**config.mk**
```make
export PLATFORM = sky130hd
export DESIGN_NAME = vfpu_seq
export DESIGN_NICKNAME = d
export VERILOG_FILES = /design/src/rtl/vfpu_seq.sv
export SDC_FILE = /design/constraint.sdc
export NUM_CORES = 1
export LEC_CHECK = 0
export BUFFER_PORTS_ARGS = -buffer_cell sky130_fd_sc_hd__buf_2
export CELL_PAD_IN_SITES_DETAIL_PLACEMENT = 0
export CELL_PAD_IN_SITES_GLOBAL_PLACEMENT = 2
export CORE_MARGIN = 5
export CORE_UTILIZATION = 35
export CTS_BUF_LIST = sky130_fd_sc_hd__clkbuf_8
export CTS_CLUSTER_DIAMETER = 80
export DETAILED_ROUTE_END_ITERATION = 8
export PLACE_DENSITY = 0.87
export SYNTH_ARGS = -nofsm -noshare
export SYNTH_HDL_FRONTEND = slang
export SYNTH_SLANG_ARGS = --single-unit
export TNS_END_PERCENT = 1
```
**constraint.sdc**
```tcl
create_clock -name clk_i -period 7.65 [get_ports clk_i]
set_input_delay 1.1475 -clock clk_i [delete_from_list [all_inputs] [get_ports clk_i]]
set_output_delay 1.1475 -clock clk_i [all_outputs]
set_load 0.02 [all_outputs]
```
**src/rtl/vfpu_seq.sv**
```systemverilog
// vfpu_seq: operand sequencer and result collector for the VFPU datapath.
// Joins the A/B operand streams into VFPU issue beats and limits in-flight
// work with credits. Buffers results in a show-ahead FIFO and returns them
// in issue order.
// Optional feature: define VFPU_SEQ_FLAG_ACCUM_EN to accumulate sticky VFPU
// exception flags on flags_o. Otherwise flags_o is tied to 0.
module vfpu_seq #(
  parameter int unsigned DATA_WIDTH  = 32,
  parameter int unsigned FLAGS_WIDTH = 5,
  parameter int unsigned FIFO_DEPTH  = 4,
  parameter int unsigned LEN_WIDTH   = 16
) (
  input  logic                   clk_i,
  input  logic                   rst_i,
  input  logic                   start_i,
  input  logic [LEN_WIDTH-1:0]   len_i,
  output logic                   busy_o,
  output logic                   done_o,
  input  logic                   a_valid_i,
  output logic                   a_ready_o,
  input  logic [DATA_WIDTH-1:0]  a_data_i,
  input  logic                   b_valid_i,
  output logic                   b_ready_o,
  input  logic [DATA_WIDTH-1:0]  b_data_i,
  output logic [DATA_WIDTH-1:0]  vfpu_operand_a_o,
  output logic [DATA_WIDTH-1:0]  vfpu_operand_b_o,
  output logic                   vfpu_valid_o,
  input  logic [DATA_WIDTH-1:0]  vfpu_result_i,
  input  logic [FLAGS_WIDTH-1:0] vfpu_flags_i,
  input  logic                   vfpu_done_i,
  output logic                   r_valid_o,
  input  logic                   r_ready_i,
  output logic [DATA_WIDTH-1:0]  r_data_o,
  output logic [FLAGS_WIDTH-1:0] flags_o,
  output logic                   err_o
);

  localparam int unsigned AW = (FIFO_DEPTH > 1) ? $clog2(FIFO_DEPTH) : 1;

  typedef enum logic {S_IDLE, S_RUN} state_e;

  state_e                 state_q, state_d;
  logic                   done_q, done_d;
  logic [LEN_WIDTH-1:0]   len_q, issued_q, pushed_q, popped_q;
  logic [DATA_WIDTH-1:0]  mem_q [FIFO_DEPTH];
  logic [AW-1:0]          wptr_q, rptr_q;
  logic [AW:0]            cnt_q;
  logic [DATA_WIDTH-1:0]  opa_q, opb_q;
  logic                   vvalid_q;
  logic                   err_q;

  logic                   start_acc, full, empty, pop, push_req, push, ovf;
  logic                   credit, issue;
  logic [LEN_WIDTH-1:0]   outstanding;

  assign start_acc   = (state_q == S_IDLE) && start_i;
  assign full        = (cnt_q == (AW+1)'(FIFO_DEPTH));
  assign empty       = (cnt_q == '0);
  assign pop         = !empty && r_ready_i;
  assign push_req    = (state_q == S_RUN) && vfpu_done_i;
  // A pop in the same cycle frees the head slot, so a push at full still lands.
  assign push        = push_req && (!full || pop);
  assign ovf         = push_req && full && !pop;
  assign outstanding = issued_q - popped_q;
  assign credit      = (outstanding < LEN_WIDTH'(FIFO_DEPTH));
  assign issue       = (state_q == S_RUN) && a_valid_i && b_valid_i && credit
                       && (issued_q < len_q);

  assign a_ready_o        = issue;
  assign b_ready_o        = issue;
  assign busy_o           = (state_q == S_RUN);
  assign done_o           = done_q;
  assign vfpu_operand_a_o = opa_q;
  assign vfpu_operand_b_o = opb_q;
  assign vfpu_valid_o     = vvalid_q;
  assign r_valid_o        = !empty;
  assign r_data_o         = mem_q[rptr_q];
  assign err_o            = err_q;

  // Next-state and completion pulse; the job ends on the cycle of its last pop.
  always_comb begin
    state_d = state_q;
    done_d  = 1'b0;
    case (state_q)
      S_IDLE: begin
        if (start_i) begin
          if (len_i == '0) done_d = 1'b1;
          else             state_d = S_RUN;
        end
      end
      S_RUN: begin
        if ((popped_q + LEN_WIDTH'(pop)) == len_q) begin
          state_d = S_IDLE;
          done_d  = 1'b1;
        end
      end
      default: state_d = S_IDLE;
    endcase
  end

  // State register, job counters, issue register and error flag.
  always_ff @(posedge clk_i or posedge rst_i) begin
    if (rst_i) begin
      state_q  <= S_IDLE;
      done_q   <= 1'b0;
      len_q    <= '0;
      issued_q <= '0;
      pushed_q <= '0;
      popped_q <= '0;
      opa_q    <= '0;
      opb_q    <= '0;
      vvalid_q <= 1'b0;
      err_q    <= 1'b0;
    end else begin
      state_q  <= state_d;
      done_q   <= done_d;
      vvalid_q <= issue;
      if (issue) begin
        opa_q <= a_data_i;
        opb_q <= b_data_i;
      end
      if (start_acc) begin
        len_q    <= len_i;
        issued_q <= '0;
        pushed_q <= '0;
        popped_q <= '0;
        err_q    <= 1'b0;
      end else begin
        if (issue) issued_q <= issued_q + 1'b1;
        if (push)  pushed_q <= pushed_q + 1'b1;
        if (pop)   popped_q <= popped_q + 1'b1;
        if (ovf)   err_q    <= 1'b1;
      end
    end
  end

  // Result FIFO pointers and occupancy; a start flushes it.
  always_ff @(posedge clk_i or posedge rst_i) begin
    if (rst_i) begin
      wptr_q <= '0;
      rptr_q <= '0;
      cnt_q  <= '0;
    end else if (start_acc) begin
      wptr_q <= '0;
      rptr_q <= '0;
      cnt_q  <= '0;
    end else begin
      if (push) wptr_q <= wptr_q + 1'b1;
      if (pop)  rptr_q <= rptr_q + 1'b1;
      if (push && !pop)      cnt_q <= cnt_q + 1'b1;
      else if (pop && !push) cnt_q <= cnt_q - 1'b1;
    end
  end

  // Result FIFO storage.
  always_ff @(posedge clk_i or posedge rst_i) begin
    if (rst_i) begin
      for (int unsigned i = 0; i < FIFO_DEPTH; i++) mem_q[i] <= '0;
    end else if (push) begin
      mem_q[wptr_q] <= vfpu_result_i;
    end
  end

`ifdef VFPU_SEQ_FLAG_ACCUM_EN
  logic [FLAGS_WIDTH-1:0] flags_q;

  // Sticky OR of the flags of every accepted result in the current job.
  always_ff @(posedge clk_i or posedge rst_i) begin
    if (rst_i)          flags_q <= '0;
    else if (start_acc) flags_q <= '0;
    else if (push)      flags_q <= flags_q | vfpu_flags_i;
  end

  assign flags_o = flags_q;
`else
  logic unused_flags;
  assign unused_flags = ^vfpu_flags_i;
  assign flags_o      = '0;
`endif

endmodule
```
# ---- After elaboration in Yosys (flattened, before gate mapping)
# Cells that the tools add are included.
# W data, S select, Z words.
dict set report classes {
  n_reduce_logical 25
  mul 0
  muxes 27
  add_sub_neg 8
  shifts 0
  order_cmp 5
  eq_ne 2
  n_div 0
  n_bitwise 3
}
# op n
set op_table {}
lappend op_table {{$bwmux W128} 1}
lappend op_table {{$mux W32} 3}
lappend op_table {{$bmux W32 S2} 1}
lappend op_table {{$demux W32 S2} 1}
lappend op_table {{$mux W16} 4}
lappend op_table {{$add A16 B1 Y16 const B} 2}
lappend op_table {{$add A16 B1 Y16} 1}
lappend op_table {{$eq A16 B16 Y1} 1}
lappend op_table {{$logic_not A16 Y1} 1}
lappend op_table {{$lt A16 B16 Y1} 1}
lappend op_table {{$lt A16 B3 Y1 const B} 1}
lappend op_table {{$sub A16 B16 Y16} 1}
lappend op_table {{$logic_and A1 B1 Y1} 13}
lappend op_table {{$mux W3} 3}
lappend op_table {{$mux W1} 8}
lappend op_table {{$mux W2} 4}
lappend op_table {{$reduce_bool A2 Y1} 4}
lappend op_table {{$ge A3 B3 Y1 const B} 2}
lappend op_table {{$not A2 Y3} 2}
lappend op_table {{$add A2 B1 Y2 const B} 2}
lappend op_table {{$logic_not A1 Y1} 4}
lappend op_table {{$pmux W1 S2} 2}
lappend op_table {{$add A3 B1 Y3 const B} 1}
lappend op_table {{$eq A3 B3 Y1 const B} 1}
lappend op_table {{6 further kinds} 6}
dict set report word_totals {
  n_memories 0
  mem_bits_rw 0
  latchBits 0
  mem_bits_ro 0
  out_inout_bits 108
  reg_bits 251
  input_bits 124
  elab_cells 86
}

# ---- Depth between registers and ports, before layout
dict set report depth {
  ltp_word 10
  mapped_depth 15
  depth_no_buf 12
}

# ---- Worst setup path after synthesis
# OpenSTA, ideal clock, no wires.
dict set report synth_timing {
  path_type {in2out}
  startpoint {input port a_valid_i}
  endpoint {output port b_ready_o}
  required_ns 6.503
  slack_ns 2.876
  arrival_time_ns 3.626
  n_path_buf 1
  path_stages 8
  path_cell_list {nand4b_1 -> a2111oi_2 -> nand4_1 -> or4_1 -> a2111oi_0 -> nand3_1 -> nor4_1 -> buf_4}
}
dict set report synth_between {
  elab_chain_len 4
}
# element line_no
set synth_rtl {}
lappend synth_rtl {{from (decl)} 19} ;# input logic a_valid_i,
lappend synth_rtl {{$logic_and A1 B1 Y1 (3 in series)} 66} ;# assign issue = (state_q == S_RUN) && a_valid_i && b_valid_i && credit
lappend synth_rtl {{$logic_and A1 B1 Y1} 67} ;# && (issued_q < len_q);
lappend synth_rtl {{to (decl)} 23} ;# output logic b_ready_o,
# Every way passes these cells.

# ---- Final worst setup path
dict set report layout_timing {
  startpoint {register popped_q[12]}
  endpoint {output port a_ready_o}
}
dict set report layout_between {
  elab_chain_len 4
}
# element line_no
set layout_rtl {}
lappend layout_rtl {{from (decl)} 44} ;# logic [LEN_WIDTH-1:0] len_q, issued_q, pushed_q, popped_q;
lappend layout_rtl {{from (signal assigned)} 131} ;# if (pop) popped_q <= popped_q + 1'b1;
lappend layout_rtl {{$sub A16 B16 Y16} 64} ;# assign outstanding = issued_q - popped_q;
lappend layout_rtl {{$lt A16 B3 Y1} 65} ;# assign credit = (outstanding < LEN_WIDTH'(FIFO_DEPTH));
lappend layout_rtl {{$logic_and A1 B1 Y1} 66}
lappend layout_rtl {{$logic_and A1 B1 Y1} 67}
lappend layout_rtl {{to (decl)} 20} ;# output logic a_ready_o,
# Every way passes these cells.

==> results.txt <==
* CORE AREA: 0.03531 mm²
* Width of the chip: 198.3 µm
- Distinct cell type count after synthesis: 59
- Average routed wire per standard cell: 17.18 µm
* Standard cell with the maximum stage delay on the critical path: or4_1
* Postcts setup bufs: 0
- The detailed router finished its first iteration with ~330 violations.
- For this run, the register share of the synthesized area comes to between 50 and 60%.
* Result of the run: finished, final reports clean
- GRT Residual Overflow: 0
* Reported leakage power: 0.007127 µW
* Cell count after synthesis: around 1000
- From bottom edge to top edge, the die measures 198.3 µm.
- Buffers on Ports: roughly 220
- Setup-failing EPs final: 0
* Per-instance average area after synthesis: 12.43 µm²
- Total negative slack for setup checks: 0 ps
- Max clock buf depth: 3
- Post-cts hold buffer count: 0
- At the end of routability-driven placement, the weighted congestion stood at 0.8380.
- All-layer global routing usage: 14.87%
* DRC viols: 0
- The detail route stage leaves a number of antenna-violating nets equal to 0.
* Root buffer cell: clkbuf_8
- Initial standard-cell utilization of the core: 35.14%
* Critical path launch point type: flop
- At the pin with the least slew margin, the transition time is 1214 ps.
- Final routed wirelength across all metal layers: between 20 and 30 mm
* Worst slew margin relative to its limit: 19.06%
* Vias post-DR: 8590
* Critical path endpoint category: output port
- In this run the count of I/O pins placed on the die edge is 232.
- Post-synthesis instance area: 0.01241 mm²
- Maximum clock skew at final layout: 26.23 ps
* Reg-to-reg setup timing slack: 3630 ps
* Fin. max-slew vios: 0
- Before antenna repair, the detailed router went through 4 iterations.
- In this run, post-CTS repair resized a total of 0 instances.
- Clock-pin slew was measured on the worst setup and hold paths at 50 ps.
- Data arrival at the endpoint of the critical path: around 4100 ps
- PD cells: 330.1 mW/mm²
- Commonest non-fill, non-tap cells in the layout: dfrtp_1, buf_2, mux2_2
* Vias per inst: 5.006
- Cell Chain, Critical Path: inv_1, ha_1, a21boi_1, a2111oi_2, nand4_1, or4_1, a2111oi_0, nand3_1, nor4_1, buf_2
- For hold timing, the worst endpoint is vfpu_operand_a_o[12].
- The floorplan has 69 rows.
* Worst path max stage delay: 580 ps
- Commonest non-fill, non-tap cell in the layout: dfrtp_1
* Number of max-capacitance violations reported: 0
* Required time worst endpoint: 6500 ps
- HPWL after detailed placement: 20.35 mm
- The critical path is of the flop to output port type.
* Number of global-route vias before repair: just over 9000
- Largest fanout on the critical path: 9
* Dominant cells by area after synthesis: dfrtp_1, mux2_2, mux4_2, ha_1, xnor2_1
* Sink count of the clock tree: 251
- dfrtp_1 takes more of the synthesized area than any other cell.
- Share of the clock period used by the worst path after layout: 68.45%
- Buffers inserted during clock tree synthesis total 45.
- Post-layout util: 41.93%
- Clock latency of the later-clocked register in the worst-skew pair: 560 ps
- The worst path in the final design needs a cycle of 5237 ps, including I/O delays and setup.
- In this run the critical register-to-register path is captured at issued_q[15].
- Across the VDD grid, the largest voltage drop is around 0.00021 V.
- H-tree depth: 2
- Most used DFF post-synth: dfrtp_1
- Fraction of registers with async set or reset after synthesis: 100.0%
* Area share of the largest cell type after synthesis: approximately half
- Area enclosed by the die boundary: about 0.04 mm²
- Setup repair after global routing left no endpoint under its margin.
- Tracing the worst setup path back leads to its startpoint at popped_q[12].
- From synthesis to final layout, the design area changed by 19.34%.
* Peak Freq: ~190 MHz
* R2r startpoint: popped_q[12]
* Clock tree from TritonCTS: built
* Yosys reg bits: around 250
- The first global-routing pass estimated 47.71 mm of wire.
* Number of enable-type register cells in the synthesized netlist: 0
- Share of final-layout standard cells stronger than drive strength 1: 41.66%
* Initial antenna violation count: 2
- Pin count of the biggest net entering global routing: 177
- For the worst flop-to-flop path, the logic depth is 12.
- Start point of the worst hold path: vfpu_operand_a_o[12]
* Nets: 1390
* Number of warning messages in the yosys log: 0
* Cell count of the worst hold path: 1
- Hold Violations, Final: 0
- In this run the worst hold path is classified as flop to flop.
[flip-flops by register name, indices dropped and copies added, names as in the netlist, 2 cells and up]
name / count
len_q: 16
rptr_q: 2
vfpu_operand_b_o: 32
mem_q: 128
popped_q: 16
issued_q: 16
wptr_q: 2
vfpu_operand_a_o: 32
cnt_q: 3
[cell usage after synthesis (all sizes together), types with 4 or more instances]
cell type / n
dfrtp: 251
mux2: 192
nand2: 66
inv: 42
ha: 37
nor2: 36
o21ai: 35
buf: 34
xnor2: 33
mux4: 32
a21oi: 27
clkbuf: 18
nand3: 18
nand4: 15
nor4: 13
xor2: 12
and3: 11
nor3: 11
o211ai: 10
or4: 9
o31ai: 8
or3: 8
nand2b: 7
a211oi: 5
and2: 5
mux2i: 5
a2111oi: 4
a21o: 4
a221oi: 4
nor2b: 4
nor3b: 4
o41ai: 4
[cell type report]
class                      instances  area, µm²
clock buffer                      52      715.7
tap                              461      576.8
multi-input combinational        657       5758
fill                            3327      20500
inverter                          42      161.4
clock inverter                    20      113.9
sequential                       251       6282
antenna                            2      5.005
timing repair buffer             231       1194
[worst max path at each step]
stage                     end  slack [ps]
global placement    a_ready_o        2750
global route        b_ready_o        2070
finish              a_ready_o        2410
CTS                 a_ready_o        2270
floorplan           b_ready_o        2880
detailed placement  a_ready_o        2770
[per-stage QoR]
step	instances	hold WS [ps]	instance area, µm²	setup slack, ps	power (µW)
after floorplan	1002	473.8	12430	2876	3271
after global placement	1642	481.8	13970	2746	3694
after detailed placement	1642	486.9	13970	2769	3757
after CTS	1714	501.6	14800	2271	4974
after global routing	1716	509.4	14810	2071	5206
final	1716	497.0	14810	2413	4887
[layer usage]
metal	up-vias	global-route usage [%]	wire (µm)
li1	4086	-	-
met1	4223	18.90	12530
met2	238	24.44	14090
met3	43	4.322	2149
met4	0	5.075	715
met5	-	0	0
[worst max-delay path: cells and delay by family (launching register included)]
family,cells,cell delay [ps]
AND/OR/NAND/NOR,4,1420
AO/OA/AOI/OAI,3,810
adder cells (fa/ha/maj),1,450
flip-flops,1,440
buffers and inverters,2,420
[where the power goes]
| group | internal, µW | total (µW) | leakage [µW] | switching [µW] |
|---|---|---|---|---|
| combinational | 899 | 1740 | 0.00348 | 844 |
| sequential | 1730 | 1970 | 0.00316 | 237 |
| clock | 646 | 1180 | 0.000489 | 534 |
| total | 3270 | 4890 | 0.00713 | 1610 |
[kinds of logic (layout without fill, tap and decap cells)]
group | after synthesis | count (layout) | synth area share, %
compound gates | 119 | 119 | 6.283
xor+xnor | 45 | 45 | 3.177
fa+ha+maj | 38 | 38 | 3.893
buf+inv | 94 | 345 | 3.146
flops | 251 | 251 | 50.63
mux | 229 | 229 | 23.64
other cells | 1 | 7 | 0.03023
simple gates | 221 | 221 | 9.207
Note: power is estimated with default switching activity, not from simulation.
